File: src/rtl/riscv_boot_ctrl_pkg.sv
// Shared definitions for the RISC-V boot controller.
//   state_e           : sequencer state encoding (HDR=0, LOAD=1, HOLD=2, RUN=3, DONE=4)
//   HALT_INSN_DEFAULT : instruction whose retirement ends the run (ecall)
package riscv_boot_ctrl_pkg;

  typedef enum logic [2:0] {
    ST_HDR  = 3'd0,
    ST_LOAD = 3'd1,
    ST_HOLD = 3'd2,
    ST_RUN  = 3'd3,
    ST_DONE = 3'd4
  } state_e;

  localparam logic [31:0] HALT_INSN_DEFAULT = 32'h0000_0073;

endpackage

File: src/rtl/riscv_boot_ctrl_byte_packer.sv
// byte_packer: assembles XLEN-bit words from a byte stream, little-endian
// (first byte lands in bits [7:0]).
// Ports:
//   clk, rst     : clock, asynchronous active-high reset
//   clear        : synchronous clear of partial word and byte count
//   byte_in      : incoming byte
//   accept       : byte_in is consumed this cycle
//   word         : assembled word, valid together with word_valid
//   word_valid   : combinational; high in the cycle the last byte of a word is accepted
module byte_packer #(
  parameter int XLEN = 32
) (
  input  logic            clk,
  input  logic            rst,
  input  logic            clear,
  input  logic [7:0]      byte_in,
  input  logic            accept,
  output logic [XLEN-1:0] word,
  output logic            word_valid
);

  localparam int NB = XLEN / 8;
  localparam int CW = (NB > 1) ? $clog2(NB) : 1;

  logic [XLEN-1:0] buf_q, buf_d;
  logic [CW-1:0]   cnt_q, cnt_d;

  // Shift right and insert at the top: after NB bytes the first byte has
  // walked down to bits [7:0]. The word is presented combinationally so the
  // consumer can register it in the same edge that accepts the last byte.
  assign word       = (buf_q >> 8) | (XLEN'(byte_in) << (XLEN - 8));
  assign word_valid = accept && (cnt_q == CW'(NB - 1));

  always_comb begin
    buf_d = buf_q;
    cnt_d = cnt_q;
    if (clear) begin
      buf_d = '0;
      cnt_d = '0;
    end else if (accept) begin
      buf_d = word;
      cnt_d = word_valid ? '0 : cnt_q + CW'(1);
    end
  end

  always_ff @(posedge clk or posedge rst) begin
    if (rst) begin
      buf_q <= '0;
      cnt_q <= '0;
    end else begin
      buf_q <= buf_d;
      cnt_q <= cnt_d;
    end
  end

endmodule

File: src/rtl/riscv_boot_ctrl.sv
// riscv_boot_ctrl: streams a program image into instruction memory, holds the
// core in reset while loading, releases it, and ends the run on a halt
// instruction or when the cycle budget is exhausted.
// Image format: one header word N (word count), then N little-endian words.
// Ports:
//   clk, rst                      : clock, asynchronous active-high reset
//   rx_data/rx_valid/rx_ready     : byte input handshake
//   restart                       : in DONE, clear status and wait for a new header
//   imem_we/imem_addr/imem_wdata  : registered instruction-memory write port
//   core_rst                      : core reset, high except in RUN
//   retire_valid/retire_insn      : retirement feed from the core
//   done/timed_out/bad_len        : registered, level-held run status
//   cycles/retired                : saturating RUN counters, frozen in DONE
//   dbg_state                     : current sequencer state (state_e encoding)
// Handshake: a byte transfers on a rising edge where rx_valid && rx_ready;
// rx_ready depends only on state, and upstream holds rx_data stable with
// rx_valid high until the transfer happens.
module riscv_boot_ctrl
  import riscv_boot_ctrl_pkg::*;
#(
  parameter int              XLEN       = 32,
  parameter int              IMEM_AW    = 10,
  parameter int              RST_HOLD   = 2,
  parameter int              MAX_CYCLES = 1000,
  parameter logic [XLEN-1:0] HALT_INSN  = XLEN'(HALT_INSN_DEFAULT),
  parameter int              CNT_W      = 32
) (
  input  logic               clk,
  input  logic               rst,
  input  logic [7:0]         rx_data,
  input  logic               rx_valid,
  output logic               rx_ready,
  input  logic               restart,
  output logic               imem_we,
  output logic [IMEM_AW-1:0] imem_addr,
  output logic [XLEN-1:0]    imem_wdata,
  output logic               core_rst,
  input  logic               retire_valid,
  input  logic [XLEN-1:0]    retire_insn,
  output logic               done,
  output logic               timed_out,
  output logic               bad_len,
  output logic [CNT_W-1:0]   cycles,
  output logic [CNT_W-1:0]   retired,
  output logic [2:0]         dbg_state
);

  localparam int              LEN_W      = IMEM_AW + 1;
  localparam int              HOLD_W     = $clog2(RST_HOLD + 1) + 1;
  localparam logic [XLEN-1:0] MAX_LEN    = XLEN'(1) << IMEM_AW;
  localparam logic [CNT_W-1:0] LAST_CYCLE = CNT_W'(MAX_CYCLES - 1);

  state_e             state_q, state_d;
  logic [LEN_W-1:0]   len_q, len_d;
  logic [LEN_W-1:0]   wcnt_q, wcnt_d;
  logic [HOLD_W-1:0]  hold_q, hold_d;
  logic [CNT_W-1:0]   cycles_q, cycles_d;
  logic [CNT_W-1:0]   retired_q, retired_d;
  logic               done_q, done_d;
  logic               timed_out_q, timed_out_d;
  logic               bad_len_q, bad_len_d;
  logic               core_rst_q, core_rst_d;
  logic               imem_we_q, imem_we_d;
  logic [IMEM_AW-1:0] imem_addr_q, imem_addr_d;
  logic [XLEN-1:0]    imem_wdata_q, imem_wdata_d;

  logic               accept;
  logic               packer_clear;
  logic [XLEN-1:0]    word;
  logic               word_valid;
  logic               halt_hit;

  assign rx_ready = (state_q == ST_HDR) || (state_q == ST_LOAD);
  assign accept   = rx_valid && rx_ready;
  assign halt_hit = retire_valid && (retire_insn == HALT_INSN);

  byte_packer #(.XLEN(XLEN)) u_packer (
    .clk        (clk),
    .rst        (rst),
    .clear      (packer_clear),
    .byte_in    (rx_data),
    .accept     (accept),
    .word       (word),
    .word_valid (word_valid)
  );

  always_comb begin
    state_d      = state_q;
    len_d        = len_q;
    wcnt_d       = wcnt_q;
    hold_d       = hold_q;
    cycles_d     = cycles_q;
    retired_d    = retired_q;
    done_d       = done_q;
    timed_out_d  = timed_out_q;
    bad_len_d    = bad_len_q;
    core_rst_d   = core_rst_q;
    imem_we_d    = 1'b0;
    imem_addr_d  = imem_addr_q;
    imem_wdata_d = imem_wdata_q;
    packer_clear = 1'b0;

    case (state_q)
      ST_HDR: begin
        if (word_valid) begin
          // Full-width compare so high garbage bits cannot alias to a legal length.
          if ((word == '0) || (word > MAX_LEN)) begin
            bad_len_d = 1'b1;
            state_d   = ST_DONE;
          end else begin
            len_d   = word[LEN_W-1:0];
            wcnt_d  = '0;
            state_d = ST_LOAD;
          end
        end
      end
      ST_LOAD: begin
        if (word_valid) begin
          imem_we_d    = 1'b1;
          imem_addr_d  = wcnt_q[IMEM_AW-1:0];
          imem_wdata_d = word;
          wcnt_d       = wcnt_q + LEN_W'(1);
          if ((wcnt_q + LEN_W'(1)) == len_q) begin
            hold_d  = '0;
            state_d = ST_HOLD;
          end
        end
      end
      ST_HOLD: begin
        // HOLD is entered in the cycle the last write strobe is high, so
        // leaving at hold_q==RST_HOLD drops core_rst RST_HOLD+1 cycles later.
        if (hold_q == HOLD_W'(RST_HOLD)) begin
          core_rst_d = 1'b0;
          state_d    = ST_RUN;
        end else begin
          hold_d = hold_q + HOLD_W'(1);
        end
      end
      ST_RUN: begin
        if (cycles_q != '1) cycles_d = cycles_q + CNT_W'(1);
        if (retire_valid && (retired_q != '1)) retired_d = retired_q + CNT_W'(1);
        // Halt is checked first so it wins a tie with the budget.
        if (halt_hit) begin
          done_d     = 1'b1;
          core_rst_d = 1'b1;
          state_d    = ST_DONE;
        end else if (cycles_q == LAST_CYCLE) begin
          timed_out_d = 1'b1;
          core_rst_d  = 1'b1;
          state_d     = ST_DONE;
        end
      end
      ST_DONE: begin
        if (restart) begin
          done_d       = 1'b0;
          timed_out_d  = 1'b0;
          bad_len_d    = 1'b0;
          cycles_d     = '0;
          retired_d    = '0;
          wcnt_d       = '0;
          packer_clear = 1'b1;
          state_d      = ST_HDR;
        end
      end
      default: state_d = ST_HDR;
    endcase
  end

  always_ff @(posedge clk or posedge rst) begin
    if (rst) begin
      state_q      <= ST_HDR;
      len_q        <= '0;
      wcnt_q       <= '0;
      hold_q       <= '0;
      cycles_q     <= '0;
      retired_q    <= '0;
      done_q       <= 1'b0;
      timed_out_q  <= 1'b0;
      bad_len_q    <= 1'b0;
      core_rst_q   <= 1'b1;
      imem_we_q    <= 1'b0;
      imem_addr_q  <= '0;
      imem_wdata_q <= '0;
    end else begin
      state_q      <= state_d;
      len_q        <= len_d;
      wcnt_q       <= wcnt_d;
      hold_q       <= hold_d;
      cycles_q     <= cycles_d;
      retired_q    <= retired_d;
      done_q       <= done_d;
      timed_out_q  <= timed_out_d;
      bad_len_q    <= bad_len_d;
      core_rst_q   <= core_rst_d;
      imem_we_q    <= imem_we_d;
      imem_addr_q  <= imem_addr_d;
      imem_wdata_q <= imem_wdata_d;
    end
  end

  assign imem_we    = imem_we_q;
  assign imem_addr  = imem_addr_q;
  assign imem_wdata = imem_wdata_q;
  assign core_rst   = core_rst_q;
  assign done       = done_q;
  assign timed_out  = timed_out_q;
  assign bad_len    = bad_len_q;
  assign cycles     = cycles_q;
  assign retired    = retired_q;
  assign dbg_state  = state_q;

endmodule

File: config.mk
export PLATFORM = sky130hd
export DESIGN_NAME = riscv_boot_ctrl
export DESIGN_NICKNAME = d
export VERILOG_FILES = /design/src/rtl/riscv_boot_ctrl_pkg.sv /design/src/rtl/riscv_boot_ctrl_byte_packer.sv /design/src/rtl/riscv_boot_ctrl.sv
export SDC_FILE = /design/constraint.sdc
export NUM_CORES = 1
export LEC_CHECK = 0
export BUFFER_PORTS_ARGS = -buffer_cell sky130_fd_sc_hd__buf_4
export CAP_MARGIN = 15
export CORE_ASPECT_RATIO = 0.7
export CORE_MARGIN = 2
export CORE_UTILIZATION = 40
export DETAILED_ROUTE_END_ITERATION = 8
export GPL_ROUTABILITY_DRIVEN = 0
export PLACE_DENSITY = 0.6
export SYNTH_ARGS = -nofsm -noshare
export SYNTH_HDL_FRONTEND = slang
export SYNTH_HIERARCHICAL = 1
export SYNTH_SLANG_ARGS = --single-unit
File: constraint.sdc
create_clock -name clk -period 4.3 [get_ports clk]
set_input_delay 0.645 -clock clk [delete_from_list [all_inputs] [get_ports clk]]
set_output_delay 0.645 -clock clk [all_outputs]
set_load 0.02 [all_outputs]
==> run summary <==
The flow ran to the end, and the final reports show no timing, DRC or antenna violations. Dividing the synthesized area by the synthesized cell count gives between 9 and 10 µm². The average wire per standard cell came out at roughly 17 µm. From synthesis to final layout, the design area changed by 22.5%. The design internal power came out at between 3 and 4 mW. The endpoint identified for the worst register-to-register timing path is retired[26]. The detailed-routing iteration count for the pre-antenna-repair pass is 5. The initial detailed-routing violation count came out at roughly 440.

The slowest stage cell on the critical path is sky130_fd_sc_hd__a31oi_1. The total power after layout is 5.98 mW. TritonCTS built the clock tree. The combinational fraction of design power is 32.0%. Input and output buffers added on the ports amount to between 150 and 200.

The post-CTS setup-driven buffer insertion count came out at 0. The gate count of the mapped netlist is 873. The net switching power of the design came out at approximately 2.4 mW.

Ranked by total cell area, the synthesized netlist is headed by sky130_fd_sc_hd__dfrtp_1, sky130_fd_sc_hd__nand2_1, sky130_fd_sc_hd__nor2_1. The launch point of the worst reg-to-reg path is retired[0]. The highest clock frequency the design can meet came out at 367 MHz. The launch point of the critical path is retired[0]. The die outline area is 22300 µm². The worst register-to-register path has a setup slack of 1.58 ns. The largest incremental delay on the critical path is between 0.8 and 0.9 ns. The proportion of synthesized chip area in sequential cells is 49.0%.

The final critical path time including I/O delays and setup came out at approximately 2.7 ns. The post-route DRC violation count came out at 0. The routed wire length is 21500 µm.

The unique cell type count in the Yosys netlist is 74. The aggregate negative setup slack came out at 0 ns. The largest driver fanout on the critical path is 13. The count of final hold-check violations is 0. The number of gates resized after CTS was 0. The total number of vias came out at 6852. The die height is approximately 130 µm. The part of the power in registers came out at approximately two fifths. The critical path launch point type is a flip-flop. The most area-hungry cell type in the Yosys netlist is sky130_fd_sc_hd__dfrtp_1. The switching part of the total power is 40.1%. The clock tree buffer depth came out at 2. The count of pins over their slew limit is 0. The number of primary I/O pins came out at 160. The TritonCTS sink count is 165.

The post-synth design cell area is 8430 µm². The placement-stage cell area came out at 9720 µm². TritonCTS created 17 clock buffers. Following the worst setup path forward leads to its endpoint at retired[26].

STA classifies the critical path endpoint as a flip-flop. The final number of setup-violating endpoints came out at 0. The transition time of the tightest slew-check pin is 1.18 ns.

For this run, the post-layout net count is 1060. The global-route usage over all layers came out at 19.9%. The fraction of the core area covered by cells at the end of the flow came out at 49.9%. The maximum ir drop on the vdd rail is approximately 360 µV. The initial standard-cell utilization of the core came out at about two fifths. The leakage power came out at 5.00 nW. The critical path required time came out at 4.61 ns.

The first global-routing pass estimated 34900 µm of wire. In the final layout, the share of cells above drive strength 1 is 23.8%. The final worst clock skew came out at 0.0200 ns. The clock group share of total power is 26.0%. The cell sitting at the root of the clock tree is a sky130_fd_sc_hd__clkbuf_16. The fraction of post-synthesis cell area in the top cell type by area is just under 50%.

The area of all placed cells without fillers came out at about 10000 µm². The largest net degree at the start of global routing is 73. The total power per unit cell area came out at ~580 nW/µm².

The maximum level of the CTS H-tree came out at 4. The critical path goes through ha_1 > and2_0 > and4_1 > a31oi_1 > nand4_1 > xor2_1 > nor2_1. The number of nets with antenna violations after routing is 0. Using the TritonRoute via totals, the vias-per-cell ratio works out to 5.28. The clock latency reported for the late side of the worst-skew pair is 0.45 ns. The most used flip-flop cell after synthesis is sky130_fd_sc_hd__dfrtp_1. During synthesis, Yosys emitted a total of 6 warnings. The post-synthesis register bit count is 165.

Setup repair after global routing left no endpoint under its margin. Detailed placement finished with a half-perimeter wire length of 15100 µm. The fraction of registers with async set/reset is 100%. The total core area is 20700 µm². The class of the most critical hold timing path is in -> async. STA puts the critical path data arrival time at 3.04 ns.

The worst slew margin relative to its limit is 20.9%. After clock tree synthesis, the clock-pin slew on the worst setup and hold paths is 0.08 ns. The critical path is of the reg -> reg type.

The initial antenna violation count is 0. In this run, synthesis inferred 0 flip-flops with an integrated enable. The number of global-route vias before repair is 6407. The number of max-capacitance violations reported came out at 0. The floorplan has 44 rows.

The die width came out at between 150 and 200 µm. After clock tree synthesis, the flow added hold-fix buffers numbering 0. The path depth of the worst reg2reg path is 7. The share of the clock period used by the worst path came out at between 60% and 70%. The number of antenna repair diodes came out at 0. The overflow left after global routing is 0. The net count after synthesis came out at 924.
[logic make-up (layout without fill, tap and decap cells)]
logic type      Yosys count  count (layout)  share of synthesized area, %
simple gates            453             453                          26.9
flops                   165             165                          49.0
compound gates           84              84                          6.89
xor+xnor                 64              64                          6.65
buf+inv                  62             211                          4.41
mux                      39              39                          5.27
fa+ha+maj                 6               6                         0.891
[how the worst min path moves through the flow]
stage                              start              to  slack, ns
after floorplan               wcnt_q[10]      wcnt_q[10]       0.47
after CTS                            rst  imem_wdata[22]       0.23
after detailed placement   imem_wdata[2]   imem_wdata[2]       0.46
after global routing                 rst  imem_wdata[22]       0.25
after global placement    imem_wdata[30]  imem_wdata[30]       0.46
final                                rst  imem_wdata[22]       0.23
[Yosys cell counts, drive strengths merged (2+ instances only)]
cell,n
inv,11
a21oi,11
o41ai,3
or3,8
buf,33
a2111oi,2
and3,19
nor4bb,2
o22ai,2
o21ai,27
o2111ai,2
mux2i,26
nand3,43
a21o,4
nor2,105
ha,6
and4b,2
nor4b,7
nor2b,4
and4,9
dfrtp,164
nand4,36
o31ai,7
xnor2,23
a31oi,6
clkbuf,17
and2,16
o211ai,5
xor2,41
mux2,13
nand2,163
nor4,19
a41oi,2
nor3,15
a31o,2
or2,3
[power groups by stage]
stage | clock [mW] | sequential (mW) | combinational, mW
after global placement | 0 | 2.52 | 1.91
final | 1.55 | 2.51 | 1.91
after detailed placement | 0 | 2.53 | 1.93
after CTS | 1.59 | 2.51 | 1.94
after floorplan | 0 | 2.69 | 0.959
after global routing | 1.66 | 2.59 | 2.11
[layout make-up]
cell class | count | area [µm²]
clock buffers | 17 | 425
repair buffers | 167 | 1270
clock inverters | 15 | 180
multi-input cells | 646 | 3920
inverters | 12 | 50.0
flip-flops and latches | 165 | 4130
fillers | 1950 | 10400
well taps | 276 | 345
[per-layer routing]
layer,track usage (%),vias up,part of all wire [%]
met5,0,-,0
met4,4.05,0,0.76
met3,4.90,17,5.4
met2,26.3,152,40
met1,32.3,3364,53
li1,-,3319,-
[critical path: cells and delay by family (launching register included)]
family | cells | cell delay (ns)
flip-flops | 1 | 0.44
AND/OR/NAND/NOR | 4 | 0.83
adder cells (fa/ha/maj) | 1 | 0.23
XOR/XNOR | 1 | 0.22
AO/OA/AOI/OAI | 1 | 0.88
[cell usage in the layout (no fill, tap or decap), types with 6 or more instances in the layout]
master and count:
sky130_fd_sc_hd__buf_4 166, sky130_fd_sc_hd__dfrtp_1 164, sky130_fd_sc_hd__nand2_1 161, sky130_fd_sc_hd__nor2_1 102, sky130_fd_sc_hd__nand3_1 43, sky130_fd_sc_hd__xor2_1 41
sky130_fd_sc_hd__nand4_1 35, sky130_fd_sc_hd__o21ai_0 26, sky130_fd_sc_hd__mux2i_1 26, sky130_fd_sc_hd__xnor2_1 23, sky130_fd_sc_hd__and3_1 17, sky130_fd_sc_hd__clkbuf_16 17
sky130_fd_sc_hd__nor4_1 14, sky130_fd_sc_hd__and2_1 14, sky130_fd_sc_hd__nor3_1 12, sky130_fd_sc_hd__a21oi_1 11, sky130_fd_sc_hd__mux2_4 10, sky130_fd_sc_hd__inv_1 9
sky130_fd_sc_hd__and4_1 8, sky130_fd_sc_hd__o31ai_1 7, sky130_fd_sc_hd__or3_1 7, sky130_fd_sc_hd__a31oi_1 6, sky130_fd_sc_hd__ha_1 6
[flip-flops by register name (all words and copies together), names as in the netlist]
| register | count |
|---|---|
| wcnt_q | 11 |
| core_rst | 1 |
| imem_we | 1 |
| len_q | 11 |
| imem_wdata | 32 |
| u_packer/buf_q | 24 |
| retired | 32 |
| bad_len | 1 |
| hold_q | 3 |
| u_packer/cnt_q | 2 |
| cycles | 32 |
| dbg_state | 3 |
| imem_addr | 10 |
| timed_out | 1 |
| done | 1 |
[metrics by stage]
stage	setup slack [ns]	std cells	hold WS, ns
global placement	1.69	1266	0.462
finish	1.58	1298	0.231
CTS	1.61	1298	0.225
detailed placement	1.65	1266	0.464
global route	1.39	1298	0.249
floorplan	1.50	873	0.467
Power figures use the tool's default switching activity.
